## src/rtl/uart.sv

```systemverilog
// uart: 8N1 full-duplex UART with synchronized receiver and registered transmitter
module uart #(
  parameter int baud_rate    = 9600,
  parameter int sys_clk_freq = 12000000
) (
  input  logic       clk,
  input  logic       rst,
  input  logic       rx,
  output logic       tx,
  input  logic       transmit,
  input  logic [7:0] tx_byte,
  output logic       received,
  output logic [7:0] rx_byte,
  output logic       is_receiving,
  output logic       is_transmitting,
  output logic       recv_error
);

  localparam int DIV = sys_clk_freq / baud_rate;
  localparam int TW  = $clog2(DIV + 1);
  localparam logic [TW-1:0] BIT_T  = TW'(DIV);
  localparam logic [TW-1:0] HALF_T = TW'(DIV / 2);
  localparam logic [TW-1:0] ONE_T  = TW'(1);

  localparam logic [2:0] RX_IDLE      = 3'd0;
  localparam logic [2:0] RX_START     = 3'd1;
  localparam logic [2:0] RX_DATA      = 3'd2;
  localparam logic [2:0] RX_STOP      = 3'd3;
  localparam logic [2:0] RX_WAIT_HIGH = 3'd4;

  localparam logic [1:0] TX_IDLE  = 2'd0;
  localparam logic [1:0] TX_START = 2'd1;
  localparam logic [1:0] TX_DATA  = 2'd2;
  localparam logic [1:0] TX_STOP  = 2'd3;

  logic [1:0]    sync_q, sync_d;
  logic [2:0]    rx_state_q, rx_state_d;
  logic [TW-1:0] rx_timer_q, rx_timer_d;
  logic [2:0]    rx_idx_q, rx_idx_d;
  logic [7:0]    rx_shift_q, rx_shift_d;
  logic [7:0]    rx_byte_q, rx_byte_d;
  logic          received_q, received_d;
  logic          recv_error_q, recv_error_d;
  logic [1:0]    tx_state_q, tx_state_d;
  logic [TW-1:0] tx_timer_q, tx_timer_d;
  logic [2:0]    tx_idx_q, tx_idx_d;
  logic [7:0]    tx_shift_q, tx_shift_d;
  logic          tx_q, tx_d;
  logic          rxs, rx_exp, tx_exp, tx_last;

  assign rxs     = sync_q[1];
  assign rx_exp  = rx_timer_q == ONE_T;
  assign tx_exp  = tx_timer_q == ONE_T;
  assign tx_last = tx_idx_q == 3'd7;
  assign sync_d  = {sync_q[0], rx};

  // Receiver: start-bit qualification at half a bit, then mid-bit sampling of data and stop
  always_comb begin
    rx_state_d   = rx_state_q;
    rx_timer_d   = rx_timer_q - ONE_T;
    rx_idx_d     = rx_idx_q;
    rx_shift_d   = rx_shift_q;
    rx_byte_d    = rx_byte_q;
    received_d   = 1'b0;
    recv_error_d = 1'b0;
    case (rx_state_q)
      RX_IDLE: if (!rxs) begin
        rx_state_d = RX_START;
        rx_timer_d = HALF_T;
      end
      RX_START: if (rx_exp) begin
        rx_state_d = rxs ? RX_IDLE : RX_DATA;
        rx_timer_d = BIT_T;
        rx_idx_d   = 3'd0;
      end
      RX_DATA: if (rx_exp) begin
        rx_shift_d = {rxs, rx_shift_q[7:1]};
        rx_idx_d   = rx_idx_q + 3'd1;
        rx_timer_d = BIT_T;
        rx_state_d = (rx_idx_q == 3'd7) ? RX_STOP : RX_DATA;
      end
      RX_STOP: if (rx_exp) begin
        rx_state_d   = rxs ? RX_IDLE : RX_WAIT_HIGH;
        rx_byte_d    = rxs ? rx_shift_q : rx_byte_q;
        received_d   = rxs;
        recv_error_d = !rxs;
      end
      RX_WAIT_HIGH: if (rxs) rx_state_d = RX_IDLE;
      default: rx_state_d = RX_IDLE;
    endcase
  end

  // Transmitter: each of start, eight data bits and stop holds tx for one full bit period
  always_comb begin
    tx_state_d = tx_state_q;
    tx_timer_d = tx_timer_q - ONE_T;
    tx_idx_d   = tx_idx_q;
    tx_shift_d = tx_shift_q;
    tx_d       = tx_q;
    case (tx_state_q)
      TX_IDLE: if (transmit) begin
        tx_state_d = TX_START;
        tx_shift_d = tx_byte;
        tx_timer_d = BIT_T;
        tx_d       = 1'b0;
      end
      TX_START: if (tx_exp) begin
        tx_state_d = TX_DATA;
        tx_timer_d = BIT_T;
        tx_idx_d   = 3'd0;
        tx_d       = tx_shift_q[0];
      end
      TX_DATA: if (tx_exp) begin
        tx_state_d = tx_last ? TX_STOP : TX_DATA;
        tx_timer_d = BIT_T;
        tx_idx_d   = tx_idx_q + 3'd1;
        tx_shift_d = {1'b0, tx_shift_q[7:1]};
        tx_d       = tx_last ? 1'b1 : tx_shift_q[1];
      end
      default: if (tx_exp) begin
        tx_state_d = TX_IDLE;
        tx_d       = 1'b1;
      end
    endcase
  end

  // State registers; reset aborts both directions and forces the line idle high
  always_ff @(posedge clk or negedge rst) begin
    if (!rst) begin
      sync_q       <= 2'b11;
      rx_state_q   <= RX_IDLE;
      rx_timer_q   <= '0;
      rx_idx_q     <= 3'd0;
      rx_shift_q   <= 8'h00;
      rx_byte_q    <= 8'h00;
      received_q   <= 1'b0;
      recv_error_q <= 1'b0;
      tx_state_q   <= TX_IDLE;
      tx_timer_q   <= '0;
      tx_idx_q     <= 3'd0;
      tx_shift_q   <= 8'h00;
      tx_q         <= 1'b1;
    end else begin
      sync_q       <= sync_d;
      rx_state_q   <= rx_state_d;
      rx_timer_q   <= rx_timer_d;
      rx_idx_q     <= rx_idx_d;
      rx_shift_q   <= rx_shift_d;
      rx_byte_q    <= rx_byte_d;
      received_q   <= received_d;
      recv_error_q <= recv_error_d;
      tx_state_q   <= tx_state_d;
      tx_timer_q   <= tx_timer_d;
      tx_idx_q     <= tx_idx_d;
      tx_shift_q   <= tx_shift_d;
      tx_q         <= tx_d;
    end
  end

  assign tx              = tx_q;
  assign received        = received_q;
  assign recv_error      = recv_error_q;
  assign rx_byte         = rx_byte_q;
  assign is_receiving    = rx_state_q != RX_IDLE;
  assign is_transmitting = tx_state_q != TX_IDLE;

endmodule

```

## config.mk

```make
export PLATFORM = sky130hd
export DESIGN_NAME = uart
export DESIGN_NICKNAME = d
export VERILOG_FILES = /design/src/rtl/uart.sv
export SDC_FILE = /design/constraint.sdc
export NUM_CORES = 1
export LEC_CHECK = 0
export ABC_AREA = 0
export CORE_AREA = 5 5 108 85
export CTS_BUF_LIST = sky130_fd_sc_hd__clkbuf_4 sky130_fd_sc_hd__clkbuf_8
export DETAILED_ROUTE_END_ITERATION = 12
export DIE_AREA = 0 0 113 90
export SYNTH_ARGS = -nofsm -noshare
export SYNTH_HDL_FRONTEND = slang
export SYNTH_SLANG_ARGS = --single-unit
export TNS_END_PERCENT = 30
```

## constraint.sdc

```tcl
create_clock -name clk -period 4.4 [get_ports clk]
set_clock_uncertainty 0.05 [all_clocks]
set_input_delay 0.88 -clock clk [delete_from_list [all_inputs] [get_ports clk]]
set_output_delay 0.88 -clock clk [all_outputs]
set_load 0.01 [all_outputs]
```

# == Word level (Yosys, flattened, before mapping) ==
# Cells that the tools add are included.
# totals
regBits,62
elab_cells,93
# classes
n_addsub,4
eq_ne,18
muxes,40
n_reduce_logical,18
# op_table
cell,n
two-way mux 11 bit,4
case mux 11 bit (2 select lines),2
two-way mux 3 bit,10
"equality test 11 x 1 -> 1 bit, second input constant",2
"subtractor 11 x 1 -> 11 bit, second input constant",2
two-way mux 8 bit,2
"!= test 2 bit, second input constant",8
case mux 8 bit (2 select lines),1
case mux 3 bit (5 select lines),1
case mux 3 bit (2 select lines),2
AND reduction 3 bit,4
two-way mux 1 bit,11
two-way mux 2 bit,5
nonzero test 2 bit,5
"equality test 3 bit, second input constant",3
"adder 3 x 1 -> 3 bit, second input constant",2
"equality test 3 x 2 -> 1 bit, second input constant",2
case mux 2 bit (3 select lines),1
AND reduction 5 bit,1
AND reduction 4 bit,1
OR reduction 2 bit,2
"equality test 3 x 1 -> 1 bit, second input constant",1
logical NOT 3 bit,1
case mux 1 bit (3 select lines),1
6 further kinds,6

# == Logic depth before layout (Yosys ltp) ==
# logic_depth
ltp_word,4
depth_mapped,8

# == Least setup slack after synthesis ==
# Ideal clock, no wire load.
# synth_timing
kind,input port to flip-flop
start,input transmit
end,register tx_shift_q[0]
setup_ns,0.125
arrival_time_ns,1.984
required_ns,4.225
setup_slack_ns,2.241
path_stages,4
path_cell_list,buf_1 -> nor2_1 -> a211oi_4 -> mux2_2
# synth_via
elab_chain_cells,2
# synth_lines
item,line,rtl
start: declaration,10,"input logic transmit,"
!= test 2 bit (no line),-,
AND reduction 3 bit (no line),-,
end signal: assignment,155,tx_shift_q <= tx_shift_d;
end: declaration,47,"logic [7:0] tx_shift_q, tx_shift_d;"
# Every way passes these cells.
# A chain may end at the register's enable or synchronous reset.

# == Worst setup path after layout ==
# layout_timing
start,register tx_state_q[0]
end,output is_transmitting
# layout_via
elab_chain_cells,1
# layout_lines
item,line,rtl
start: declaration,44,"logic [1:0] tx_state_q, tx_state_d;"
start signal: assignment,152,tx_state_q <= tx_state_d;
nonzero test 2 bit,165,assign is_transmitting = tx_state_q != TX_IDLE;
end: declaration,15,"output logic is_transmitting,"
# Every way passes these cells.

==> impl_metrics.json <==
{
  "finalHoldViolCount": 0,
  "cts_buffer_depth": 2,
  "setup_tns_ps": 0,
  "syn2layout_area_growth_pct": 16.8,
  "synth.largest_area_cell": "dfrtp_1",
  "cts_resized": 0,
  "hold_path_depth": 0,
  "path_max_fanout": 10,
  "setup_violations": 0,
  "reg2regPathDepth": 5,
  "synthMuxAreaShare_pct": 11.9,
  "final_antenna_net_count": 0,
  "grt_pass1_wl_um": 10300,
  "antenna_found_initial": 0,
  "slew_viol_final": 0,
  "dieArea_um2": 10200,
  "rows": 29,
  "via_per_inst": 5.08,
  "drive_gt1_share_pct": 19.3,
  "synth_nets": 296,
  "async_reset_ff_share_pct": 100,
  "cts_hold_buffers": 0,
  "drc_errors": 0,
  "worstMarginPinSlew_ps": 852,
  "dr.pass1.iters": 4,
  "ys_ff_latch": 62,
  "synth_compound_area_share_pct": 8.84,
  "rr_startpoint": "rx_timer_q[0]",
  "finalWorstSetupSlack_ps": 1540,
  "status": "finished, final reports clean",
  "startpoint_type": "flip-flop",
  "required_ps": 3470,
  "synth.distinct_cells": 49,
  "synthSimpleGateAreaFrac_pct": 16.0,
  "grt_pass1_vias": 2090,
  "num_antenna_cells": 0,
  "syn-cell-area_um2": 3100,
  "cts_made_buffers": 9,
  "syn_inst": 272,
  "vias": 2073,
  "coreArea_um2": 8090,
  "synth_area_leaders": "dfrtp_1, mux2_2, ha_1",
  "yosys_warnings": 0,
  "fillCellCount": 770,
  "timing.final.crit_share_pct": 65.0,
  "grt_start_max_net_pins": 40,
  "die_w_um": 113,
  "htree_num_levels": 3,
  "portBuffers": 24,
  "holdPathEnd": "sync_q[1]",
  "drv_cap": 0,
  "slew_headroom_pct": 42.7,
  "post_cts_buffers": 0,
  "rsz0062_at_grt": "no",
  "synth-xor-area-share_pct": 5.09,
  "power_per_cell_area_nw_per_um2": 372,
  "finalPower_w": 0.00135,
  "layout.nets": 319,
  "overflow": 0,
  "drt_first_iter_violations": 104,
  "hpwl_um": 4020,
  "worstSetupPathType": "reg -> out",
  "path_clk_slew_ps": 70,
  "min_period_ps": 2860,
  "synth_flop_cell": "dfrtp_1",
  "place_ws_ps": 1700,
  "min_from": "sync_q[0]",
  "synth.avg_cell_area_um2": 11.4,
  "max_freq_mhz": 350,
  "netlist.area_leader.share_pct": 47.6,
  "routabilityCongestion": 0.827,
  "critPathCaptureType": "output port",
  "wl_per_cell_um": 13.9,
  "cts_tree": "yes",
  "start_util_pct": 38.3,
  "clock_sinks": 62,
  "synth_edf_count": 0,
  "fin_cells": 408,
  "min_path_type": "reg -> reg",
  "crit_arrival_ps": 1930,
  "final_core_util_pct": 44.8,
  "power_leakage_nw": 1.62,
  "synthAdderAreaFrac_pct": 4.84,
  "placed_cells": 392,
  "rrSetupSlack_ps": 1910,
  "yosysSeqAreaShare_pct": 50.2,
  "clk_latency_ps": 340,
  "synth_top_family_by_area": "simple AND/OR/NAND/NOR gates",
  "irDropWorstVdd_mv": 0.192,
  "routed_wl_um": 5690,
  "die_h_um": 90,
  "grt_usage_pct": 12.3,
  "ios": 25,
  "clockRootBuffer": "clkbuf_8",
  "r2r-end": "rx_byte[1]"
}
cells in the final DEF (no fill, tap or decap), types with 2 or more instances in the layout:
cell type,n
mux2_2,29
and2_1,2
xnor2_1,9
nor3_1,10
xor2_1,9
or3_1,5
inv_1,11
a22o_1,2
dfstp_2,3
nand2_1,8
mux2i_1,3
nor4_1,4
ha_1,12
clkbuf_8,9
nand4_1,5
and3b_1,2
nor4b_1,3
a32o_1,2
o21ai_0,13
clkdlybuf4s50_1,23
a21oi_1,7
inv_6,4
a31oi_1,3
dfrtp_1,59
nand3_1,6
nor4_4,3
and3_1,2
a21o_1,3
nor2_1,26
report_power, final:
part           internal [W]  switching (W)  leakage [nW]  total (W)
Sequential         0.000622      0.0000691         0.794   0.000691
Combinational     0.0000719      0.0000732         0.727   0.000145
Clock              0.000268       0.000243         0.101   0.000511
Total              0.000962       0.000385          1.62    0.00135
per-layer routing:
layer  up-vias  global-route usage, %  wire [um]
met5         -                      0          0
met3         8                   4.03        258
met4         0                   4.80        102
li1       1018                      -          -
met2        43                   17.0       2390
met1      1004                   17.7       2940
cells in the mapped netlist (2+ instances only):
| library cell | n |
|---|---|
| inv_1 | 11 |
| and2_1 | 2 |
| clkbuf_1 | 7 |
| a22o_1 | 2 |
| a31oi_1 | 3 |
| nor4_4 | 3 |
| nand2_1 | 8 |
| and3_1 | 2 |
| and3b_1 | 2 |
| mux2_2 | 29 |
| a32o_1 | 2 |
| xor2_1 | 9 |
| nor4b_1 | 3 |
| xnor2_1 | 9 |
| nor4_1 | 4 |
| ha_1 | 12 |
| nor2_1 | 26 |
| or3_1 | 5 |
| dfrtp_1 | 59 |
| dfstp_2 | 3 |
| a21oi_1 | 7 |
| nand3_1 | 6 |
| buf_2 | 3 |
| nand4_1 | 5 |
| nor3_1 | 10 |
| mux2i_1 | 3 |
| a21o_1 | 3 |
| o21ai_0 | 13 |
worst max-delay path, stage by stage, from the launching register on:
cell and delay, ps:
dfrtp_1 420, inv_1 140, ha_1 380, inv_1 150, clkdlybuf4s50_1 500
area by class of cell:
cell class              instances  area, um^2  area share (%)
clock buffers                   9         124            3.42
clock inverters                 7        77.6            2.14
inverters                      11        41.3            1.14
multi-input cells             186        1450            39.9
flip-flops and latches         62        1560            43.0
well taps                     108         135            3.73
repair buffers                 25         243            6.70
how the worst max path moves through the flow:
stage | from | end | slack [ps]
2_1_floorplan | transmit | tx_shift_q[0] | 2240
3_3_place_gp | transmit | tx_shift_q[0] | 1720
3_5_place_dp | transmit | tx_shift_q[0] | 1700
4_1_cts | tx_state_q[0] | is_transmitting | 1510
5_1_grt | tx_state_q[0] | is_transmitting | 1370
6_report | tx_state_q[0] | is_transmitting | 1540
registers in the layout, summed over array words and instances (netlist names):
register / cells
rx_timer_q: 11
tx_timer_q: 11
rx_byte: 8
rx_shift_q: 8
tx_shift_q: 8
rx_idx_q: 3
rx_state_q: 3
tx_idx_q: 3
sync_q: 2
tx_state_q: 2
received: 1
recv_error: 1
tx: 1
logic make-up after synthesis:
family,after synthesis
compound gates,40
fa+ha+maj,12
flops,62
mux,33
xor+xnor,18
simple gates,83
buf+inv,24
stage by stage:
| stage | hold slack, ps | instance area (um^2) |
|---|---|---|
| after floorplan | 295 | 3100 |
| after global placement | 299 | 3420 |
| after detailed placement | 298 | 3420 |
| after CTS | 309 | 3620 |
| after global routing | 316 | 3620 |
| final | 309 | 3620 |
Power figures use the tool's default switching activity.
